===== src/rtl/hit_resolver.sv =====
// hit_resolver: arbitrates attacks between the two players.
// Detects active-frame overlaps, issues one-cycle hit flags one edge after a
// hit is registered, applies damage unless the victim is blocking, and keeps
// health, game-over and winner status. Every output is a flop.
module hit_resolver #(
  parameter int HEALTH_MAX = 3,
  parameter int DMG_BASIC  = 1,
  parameter int DMG_DIR    = 2
) (
  input  logic       clk,
  input  logic       rst,
  input  logic [3:0] p1_state,
  input  logic [9:0] p1_basic_x1,
  input  logic [9:0] p1_basic_x2,
  input  logic [9:0] p1_basic_y1,
  input  logic [9:0] p1_basic_y2,
  input  logic [9:0] p1_dir_x1,
  input  logic [9:0] p1_dir_x2,
  input  logic [9:0] p1_dir_y1,
  input  logic [9:0] p1_dir_y2,
  input  logic [9:0] p1_hurt_x1,
  input  logic [9:0] p1_hurt_x2,
  input  logic [9:0] p1_hurt_y1,
  input  logic [9:0] p1_hurt_y2,
  input  logic [3:0] p2_state,
  input  logic [9:0] p2_basic_x1,
  input  logic [9:0] p2_basic_x2,
  input  logic [9:0] p2_basic_y1,
  input  logic [9:0] p2_basic_y2,
  input  logic [9:0] p2_dir_x1,
  input  logic [9:0] p2_dir_x2,
  input  logic [9:0] p2_dir_y1,
  input  logic [9:0] p2_dir_y2,
  input  logic [9:0] p2_hurt_x1,
  input  logic [9:0] p2_hurt_x2,
  input  logic [9:0] p2_hurt_y1,
  input  logic [9:0] p2_hurt_y2,
  output logic [1:0] p1_hitFlag,
  output logic [1:0] p2_hitFlag,
  output logic [2:0] p1_health,
  output logic [2:0] p2_health,
  output logic       game_over,
  output logic [1:0] winner
);

  localparam logic [2:0] HMAX  = 3'(HEALTH_MAX);
  localparam logic [2:0] DMG_B = 3'(DMG_BASIC);
  localparam logic [2:0] DMG_D = 3'(DMG_DIR);

  localparam logic [3:0] ST_BACK      = 4'd2;
  localparam logic [3:0] ST_BASIC_ACT = 4'd4;
  localparam logic [3:0] ST_DIR_ACT   = 4'd7;
  localparam logic [3:0] ST_HITSTUN   = 4'd9;
  localparam logic [3:0] ST_BLOCKSTUN = 4'd10;

  // Inclusive rectangle intersection; touching edges count as contact.
  function automatic logic overlap(
    input logic [9:0] ax1, ax2, ay1, ay2,
    input logic [9:0] bx1, bx2, by1, by2
  );
    return (ax1 <= bx2) && (bx1 <= ax2) && (ay1 <= by2) && (by1 <= ay2);
  endfunction

  // Health never wraps below zero.
  function automatic logic [2:0] sat_sub(input logic [2:0] h, input logic [2:0] d);
    return (h <= d) ? 3'd0 : h - d;
  endfunction

  // Landed latches plus the registered hit stage (type and block sampled with it).
  logic landed1, landed2;
  logic hit1_q, hit2_q;
  logic dir1_q, dir2_q;
  logic blk1_q, blk2_q;

  logic ov1, ov2, hit1, hit2;
  logic fire1, fire2;
  logic [2:0] p1_health_nx, p2_health_nx;

  // Detect overlaps this cycle and compute the damage the pending hits will apply.
  always_comb begin
    ov1 = 1'b0;
    ov2 = 1'b0;
    if (p1_state == ST_BASIC_ACT)
      ov1 = overlap(p1_basic_x1, p1_basic_x2, p1_basic_y1, p1_basic_y2,
                    p2_hurt_x1, p2_hurt_x2, p2_hurt_y1, p2_hurt_y2);
    else if (p1_state == ST_DIR_ACT)
      ov1 = overlap(p1_dir_x1, p1_dir_x2, p1_dir_y1, p1_dir_y2,
                    p2_hurt_x1, p2_hurt_x2, p2_hurt_y1, p2_hurt_y2);
    if (p2_state == ST_BASIC_ACT)
      ov2 = overlap(p2_basic_x1, p2_basic_x2, p2_basic_y1, p2_basic_y2,
                    p1_hurt_x1, p1_hurt_x2, p1_hurt_y1, p1_hurt_y2);
    else if (p2_state == ST_DIR_ACT)
      ov2 = overlap(p2_dir_x1, p2_dir_x2, p2_dir_y1, p2_dir_y2,
                    p1_hurt_x1, p1_hurt_x2, p1_hurt_y1, p1_hurt_y2);

    hit1 = ov1 && !landed1 && (p2_state != ST_HITSTUN) && !game_over;
    hit2 = ov2 && !landed2 && (p1_state != ST_HITSTUN) && !game_over;

    // A hit registered just before the game ended must not land afterwards.
    fire1 = hit1_q && !game_over;
    fire2 = hit2_q && !game_over;

    p2_health_nx = p2_health;
    p1_health_nx = p1_health;
    if (fire1 && !blk1_q)
      p2_health_nx = sat_sub(p2_health, dir1_q ? DMG_D : DMG_B);
    if (fire2 && !blk2_q)
      p1_health_nx = sat_sub(p1_health, dir2_q ? DMG_D : DMG_B);
  end

  // Register hits, drive flags/health, and latch game-over and the winner.
  always_ff @(posedge clk or negedge rst) begin
    if (!rst) begin
      landed1    <= 1'b0;
      landed2    <= 1'b0;
      hit1_q     <= 1'b0;
      hit2_q     <= 1'b0;
      dir1_q     <= 1'b0;
      dir2_q     <= 1'b0;
      blk1_q     <= 1'b0;
      blk2_q     <= 1'b0;
      p1_hitFlag <= 2'b00;
      p2_hitFlag <= 2'b00;
      p1_health  <= HMAX;
      p2_health  <= HMAX;
      game_over  <= 1'b0;
      winner     <= 2'b00;
    end else begin
      landed1 <= (p1_state == ST_BASIC_ACT || p1_state == ST_DIR_ACT) && (landed1 || hit1);
      landed2 <= (p2_state == ST_BASIC_ACT || p2_state == ST_DIR_ACT) && (landed2 || hit2);

      hit1_q <= hit1;
      hit2_q <= hit2;
      dir1_q <= (p1_state == ST_DIR_ACT);
      dir2_q <= (p2_state == ST_DIR_ACT);
      blk1_q <= (p2_state == ST_BACK) || (p2_state == ST_BLOCKSTUN);
      blk2_q <= (p1_state == ST_BACK) || (p1_state == ST_BLOCKSTUN);

      p2_hitFlag <= fire1 ? (dir1_q ? 2'b10 : 2'b01) : 2'b00;
      p1_hitFlag <= fire2 ? (dir2_q ? 2'b10 : 2'b01) : 2'b00;
      p1_health  <= p1_health_nx;
      p2_health  <= p2_health_nx;

      if (!game_over && (p1_health_nx == 3'd0 || p2_health_nx == 3'd0)) begin
        game_over <= 1'b1;
        winner    <= {p1_health_nx == 3'd0, p2_health_nx == 3'd0};
      end
    end
  end

endmodule


===== config.mk =====
export PLATFORM = sky130hd
export DESIGN_NAME = hit_resolver
export DESIGN_NICKNAME = d
export VERILOG_FILES = /design/src/rtl/hit_resolver.sv
export SDC_FILE = /design/constraint.sdc
export NUM_CORES = 1
export LEC_CHECK = 0
export ABC_AREA = 0
export BUFFER_PORTS_ARGS = -buffer_cell sky130_fd_sc_hd__buf_2
export CELL_PAD_IN_SITES_DETAIL_PLACEMENT = 0
export CELL_PAD_IN_SITES_GLOBAL_PLACEMENT = 1
export CORE_MARGIN = 10
export CORE_UTILIZATION = 32
export DETAILED_ROUTE_END_ITERATION = 10
export PLACE_DENSITY_LB_ADDON = 0.12
export SYNTH_ARGS = -nofsm -noshare
export SYNTH_HDL_FRONTEND = slang
export SYNTH_SLANG_ARGS = --single-unit

===== constraint.sdc =====
create_clock -name clk -period 2.7 [get_ports clk]
set_input_delay 0.27 -clock clk [delete_from_list [all_inputs] [get_ports clk]]
set_output_delay 0.27 -clock clk [all_outputs]
set_load 0.1 [all_outputs]

==> results of run 1 <==
## power groups by stage
stage	logic (mW)	registers (mW)	clock network (mW)
6_report	0.743	0.319	0.312
4_1_cts	0.755	0.319	0.318
5_1_grt	0.874	0.319	0.335
3_3_place_gp	0.727	0.324	0
2_1_floorplan	0.415	0.326	0
3_5_place_dp	0.747	0.324	0
## worst paths after layout
kind | end | slack [ns] | cells after the start
max in group asynchronous | p2_health[0]$_DFF_PN1_ | 1.84 | 2
setup / recovery | game_over$_DFFE_PN0P_ | 0.49 | 6
hold / removal | blk1_q$_DFF_PN0_ | 0.22 | 2
hold reg to reg | hit1_q$_DFF_PN0_ | 0.43 | 1
setup reg to reg | game_over$_DFFE_PN0P_ | 0.49 | 6
min in group asynchronous | winner[0]$_DFFE_PN0P_ | 0.51 | 2
## synthesized netlist by cell type (7+ instances only)
library cell / n
ha_1: 164
inv_1: 144
a21oi_1: 44
nor2_1: 41
nand4_1: 28
nand2_1: 23
nand3_1: 22
o21ai_0: 21
a211oi_1: 18
dfrtp_1: 17
nor3_1: 17
a21o_1: 11
o211ai_1: 7
o41ai_1: 7
## through the flow
stage	total power [mW]	instance area (µm²)	setup WS, ns	instances	hold WS (ns)
detailed placement	1.072	6466	0.2606	1077	0.2587
global route	1.528	6561	0.2790	1084	0.2316
CTS	1.392	6556	0.4834	1082	0.2186
floorplan	0.7405	4927	0.2141	628	-0.02559
global placement	1.052	6466	0.3503	1077	0.2499
finish	1.374	6569	0.4856	1087	0.2217
## what timing repair did
action                    4_1_cts  5_1_grt
setup buffers                   0        0
hold buffers                    1        0
hold endpoints to repair       17        0
## final cells by class
cell class,count,area share (%)
multi-input combinational,462,58.59
clock inverter,1,0.07619
clock buffer,3,1.143
antenna,5,0.1905
inverter,144,8.229
tap,188,3.581
sequential,21,8.076
timing repair buffer,263,20.11
## kinds of logic (layout without fill, tap and decap cells)
kind of cell,after synthesis,count (layout)
flip-flops,21,21
adder cells (fa/ha/maj),166,166
AO/OA/AOI/OAI,140,140
buffers and inverters,145,411
other,0,5
AND/OR/NAND/NOR,155,155
XOR/XNOR,1,1
## state kept, by name (all words and copies together) (netlist names), 2 cells and up
register    flops
p1_hitFlag      2
p2_hitFlag      2
winner          2
p2_health       3
p1_health       3
## cells in the final DEF, fill, tap and decap left out, types with 5 or more instances in the layout
| master | n |
|---|---|
| nand2_1 | 23 |
| a211oi_1 | 18 |
| nor2b_1 | 5 |
| o21ai_0 | 21 |
| a21o_1 | 11 |
| diode_2 | 5 |
| o41ai_1 | 7 |
| ha_1 | 164 |
| inv_1 | 144 |
| dfrtp_1 | 17 |
| o211ai_1 | 7 |
| a21oi_1 | 44 |
| buf_2 | 262 |
| nand4_1 | 28 |
| nand3_1 | 22 |
| nor3_1 | 17 |
| nor2_1 | 41 |
## metal layers
layer	routed length [µm]	vias to the layer above	GRT usage (%)
met5	13	-	0
met3	1633	10	5.510
met1	7281	2291	19.52
met4	98	2	0.9672
li1	-	2783	-
met2	8211	157	28.67
## worst max-delay path, stage by stage, from the launching register on
cell and delay [ns]:
dfstp_2 0.55, inv_1 0.04, ha_1 0.22, fa_1 0.45, o31ai_2 0.42, nor3_1 0.10
or3_1 0.31
==> reports/qor.yml, run 1 <==
status: "completed"
pwr-share-seq_pct: 23.2
p_leak_nw: 3.856
ctsResizeCount: 0
syn_area_um2: 4927
synth.net_count: 1044
antenna_left: 0
tns_ns: 0
utilization_pct: 43.37
crit_type: "register to register"
nFillCells: 1582
ios: 263
yosys.area.top_type_share_pct: 41.65
antenna_found_initial: 6
fp.coreArea_um2: 15150
p_comb_share_pct: 54.1
synth_edf_count: 0
ys_types: 50
min_period_over_period_pct: 82.01
seq_area_um2: 530.5
relSlewSlack_pct: 56.41
routed_wirelength_mm: 17.24
crit_start: "p1_health[0]$_DFF_PN1_"
dr.pass1.iters: 4
die_y_um: 144.1
critPathMaxFanout: 4
p_switching_mw: 0.4919
clock_latency_ns: 0.25
h-tree-depth: 1
grt_pass1_vias: 5843
synth_largest_area_cell: "ha_1"
power_density_nw_per_um2: 209.1
synth-seq-cells: 21
fmax_mhz: 451.6
synth_compound_area_share_pct: 19.40
fin_crit_ns: 2.214
vias: 5243
grt_pass1_wl_mm: 27.69
grt_max_degree: 22
yosys.area_share.adder_pct: 42.46
worst_pin_slew_ns: 0.6374
cts_tree: "done"
vdd_ir_drop_max_mv: 0.2950
p_int_mw: 0.8820
fin_worst_skew_ns: 0.001756
hold_viol_final: 0
async_flop_share_pct: 100.0
synthXorXnorAreaFrac_pct: 0.1778
cts_inserted_buffers: 3
dpl.hpwl_mm: 16.44
cts.sinks: 21
rows: 45
cp.arrival_ns: 2.34
drc_errors: 0
min-delay-start: "p2_state[2]"
fp.dieW_um: 144.1
rsz0062_at_grt: "false"
die-area_um2: 20760
clkSlewWorstSetupHoldPaths_ns: 0.06
drive_gt1_share_pct: 31.43
clock-root-buffer: "clkbuf_16"
slew_viol_final: 0
r2r-start: "p1_health[0]$_DFF_PN1_"
seq_area_frac_synth_pct: 10.77
port_buffers: 262
grtUsageTotal_pct: 16.29
maxCapViolCount: 0
drt-initial-drc-count: 127
worstPathRequired_ns: 2.83
synth_top_family_by_area: "adder cells"
end_kind: "register"
synthMuxAreaShare_pct: 0
viasPerCell: 4.823
start_kind: "register"
hp-class: "input pin to register"
cts.path.max_buffers: 2
synth_top_flop_cell: "dfrtp_1"
wl_per_cell_um: 15.86
synthTopCellsByArea: "ha_1, inv_1, dfrtp_1"
p_sw_share_pct: 35.80
synth_cells: 628
fin_nets: 1311
yosys.area_share.simple_pct: 16.07
area_delta_synth_final_pct: 33.32
clockPowerShare_pct: 22.7
post_synth.cell_area_avg_um2: 7.846
initial_core_util_pct: 32.53
setup_viol: 0
routabilityCongestion: 0.8931
multiInputGateArea_um2: 3849
ys_warn_count: 0
grt_remaining_overflow: 0
Power figures use the tool's default switching activity.
==> run 2, diff against run 1 <==
Clock period 2.7 ns to 2.27 ns, I/O delays scaled along.
==> run 2 against run 1 <==
  * Clock skew grew 0.0027 ns
  * Sequential share of layout area grew 0.15 points
  * Worst setup slack lost 0.42 ns
  * Register-to-register slack lost 0.42 ns
  * Non-clock buffer count grew 3
  * Total power grew 19%
  * Largest power group unchanged
  * Largest cell class unchanged
  * Cell count grew 0.28%
  * Combinational power grew 19%
  * Critical path depth is the same
==> reports/qor.yml, run 2 (synthesized netlist as in run 1, its figures left out) <==
clock-root-buffer: "clkbuf_16"  # unchanged
worst_pin_slew_ns: 0.4946  # was 0.6374 ns
hold_viol_final: 0  # unchanged
drt-initial-drc-count: 118  # was 127
clkSlewWorstSetupHoldPaths_ns: 0.06  # about the same
fin_worst_skew_ns: 0.004485  # was 0.001756 ns
maxCapViolCount: 0  # unchanged
rrSetupSlack_ns: 0.07  # was 0.49 ns
utilization_pct: 43.89  # was 43.37%
die-area_um2: 20760  # unchanged
rows: 45  # unchanged
p_sw_share_pct: 35.51  # was 35.80%
fin_nets: 1314  # was 1,311
cp_top_family: "adder cells"  # unchanged
min_period_over_period_pct: 96.93  # was 82.01%
fin_crit_ns: 2.200  # was 2.214 ns
dr.pass1.iters: 4  # unchanged
critical_path.n_buffers_inverters: 1  # unchanged
critical_path.slowest_cell: "dfstp_4"  # was dfstp_2
initial_core_util_pct: 32.53  # unchanged
clockPowerShare_pct: 22.6  # was 22.7%
cts_tree: "done"  # unchanged
wl_per_cell_um: 14.99  # was 15.86 µm
drive_gt1_share_pct: 32.00  # was 31.43%
grt_pass1_wl_mm: 25.72  # was 27.69 mm
vias: 5222  # was 5,243
crit_type: "register to register"  # unchanged
end_kind: "register"  # unchanged
ios: 263  # unchanged
dpl.hpwl_mm: 15.54  # was 16.44 mm
worstPathRequired_ns: 2.40  # was 2.83 ns
grtUsageTotal_pct: 14.93  # was 16.29%
cts_inserted_buffers: 3  # unchanged
seq_area_um2: 546.8  # was 530.5 µm²
viasPerCell: 4.791  # was 4.823
p_int_mw: 1.051  # was 0.8820 mW
grt_max_degree: 22  # unchanged
slew_viol_final: 0  # unchanged
p_leak_nw: 3.879  # was 3.856 nW
grt_remaining_overflow: 0  # unchanged
setup_viol: 0  # unchanged
worstPathCellList: "inv_1, ha_1, fa_1, o31ai_4, nor3_1, or3_1"  # was inv_1, ha_1, fa_1, o31ai_2, nor3_1, or3_1
hp-class: "input pin to register"  # unchanged
final_common_cell: "buf_2"  # unchanged
power_mw: 1.629  # was 1.374 mW
clock_latency_ns: 0.25  # about the same
multiInputGateArea_um2: 3889  # was 3849 µm²
rsz0062_at_grt: "true"  # was false
cp.arrival_ns: 2.33  # was 2.34 ns
port_buffers: 262  # unchanged
relSlewSlack_pct: 67.25  # was 56.41%
p_switching_mw: 0.5786  # was 0.4919 mW
start_kind: "register"  # unchanged
tns_ns: 0  # unchanged
place_ws_ns: -0.06636  # was 0.2606 ns
fmax_mhz: 454.5  # was 451.6 MHz
drc_errors: 0  # unchanged
nFillCells: 1580  # was 1,582
fp.dieW_um: 144.1  # unchanged
antenna_found_initial: 4  # was 6
grt_pass1_vias: 5688  # was 5,843
timing.final.ws_setup_ns: 0.06962  # was 0.4856 ns
routabilityCongestion: 0.8581  # was 0.8931
vdd_ir_drop_max_mv: 0.2483  # was 0.2950 mV
cts.path.max_buffers: 2  # unchanged
p_comb_share_pct: 54.2  # was 54.1%
h-tree-depth: 1  # unchanged
pwr-share-seq_pct: 23.3  # was 23.2%
reg_top3: "p1_health x3, p2_health x3"  # unchanged
critPathMaxFanout: 4  # unchanged
area_delta_synth_final_pct: 34.92  # was 33.32%
power_density_nw_per_um2: 245.1  # was 209.1 nW/µm²
routed_wirelength_mm: 16.34  # was 17.24 mm
die_y_um: 144.1  # unchanged
fp.coreArea_um2: 15150  # unchanged
timing.critical_path.slowest_cell_delay_ns: 0.62  # was 0.55 ns
status: "completed"  # unchanged
final_cell_mix: "buf_2, ha_1, inv_1, a21oi_1, nor2_1"  # unchanged
cts.sinks: 21  # unchanged
antenna_left: 0  # unchanged
-- run 2: cell types whose count changed in the layout (fill, tap and decap cells not counted), sizes merged --
cell  before  now
buf      262  265
-- run 2: per-stage QoR --
| stage | hold slack [ns] | std cells | instance area (µm²) |
|---|---|---|---|
| 5_1_grt | 0.1491 | 1085 | 6635 |
| 3_3_place_gp | 0.2079 | 1079 | 6528 |
| 3_5_place_dp | 0.2118 | 1079 | 6528 |
| 2_1_floorplan | -0.06859 | 628 | 4974 |
| 4_1_cts | 0.1439 | 1084 | 6618 |
| 6_report | 0.1567 | 1090 | 6648 |
-- run 2: power groups by stage --
stage,sequential (mW),combinational (mW),clock [mW]
floorplan,0.387,0.496,0
global placement,0.385,0.864,0
detailed placement,0.385,0.889,0
CTS,0.379,0.898,0.379
global route,0.379,1.04,0.397
finish,0.379,0.883,0.368
-- run 2: worst reg2reg max path, delay by kind of cell (launching register included) --
| family | cells | cell delay (ns) |
|---|---|---|
| buffers and inverters | 1 | 0.05 |
| and+or+nand+nor | 2 | 0.38 |
| adders and majority gates | 2 | 0.71 |
| DFF | 1 | 0.62 |
| AOI/OAI and AO/OA | 1 | 0.32 |
-- run 2: cell type report --
type	count	share of cell area (%)
Inverter	144	8.131
Multi-Input combinational cell	462	58.50
Clock inverter	1	0.07529
Antenna cell	5	0.1882
Sequential cell	21	8.225
Tap cell	188	3.538
Clock buffer	3	1.129
Timing Repair Buffer	266	20.21
-- run 2: routing by layer --
layer	vias to the layer above	track usage, %	wire length (µm)
met5	-	0	0
met4	0	1.612	89
met3	6	5.280	1445
met2	141	26.97	8243
met1	2281	16.93	6562
li1	2794	-	-
-- run 2: final timing paths --
path / startpoint / to / cells after the start
min in group asynchronous: rst / hit1_q$_DFF_PN0_ / 2
max in group asynchronous: rst / game_over$_DFFE_PN0P_ / 2
hold / removal: p1_state[2] / blk2_q$_DFF_PN0_ / 2
setup reg to reg: p1_health[0]$_DFF_PN1_ / game_over$_DFFE_PN0P_ / 6
setup / recovery: p1_health[0]$_DFF_PN1_ / game_over$_DFFE_PN0P_ / 6
hold reg to reg: landed1$_DFF_PN0_ / hit1_q$_DFF_PN0_ / 1
-- run 2: repair_timing --
| item | in CTS | in global routing |
|---|---|---|
| endpoints found under the setup margin | 0 | 2 |
| endpoints found under the hold margin | 17 | 0 |
| buffers inserted | 0 | 1 |
| gates resized for setup | 0 | 3 |
| hold buffers | 1 | 0 |
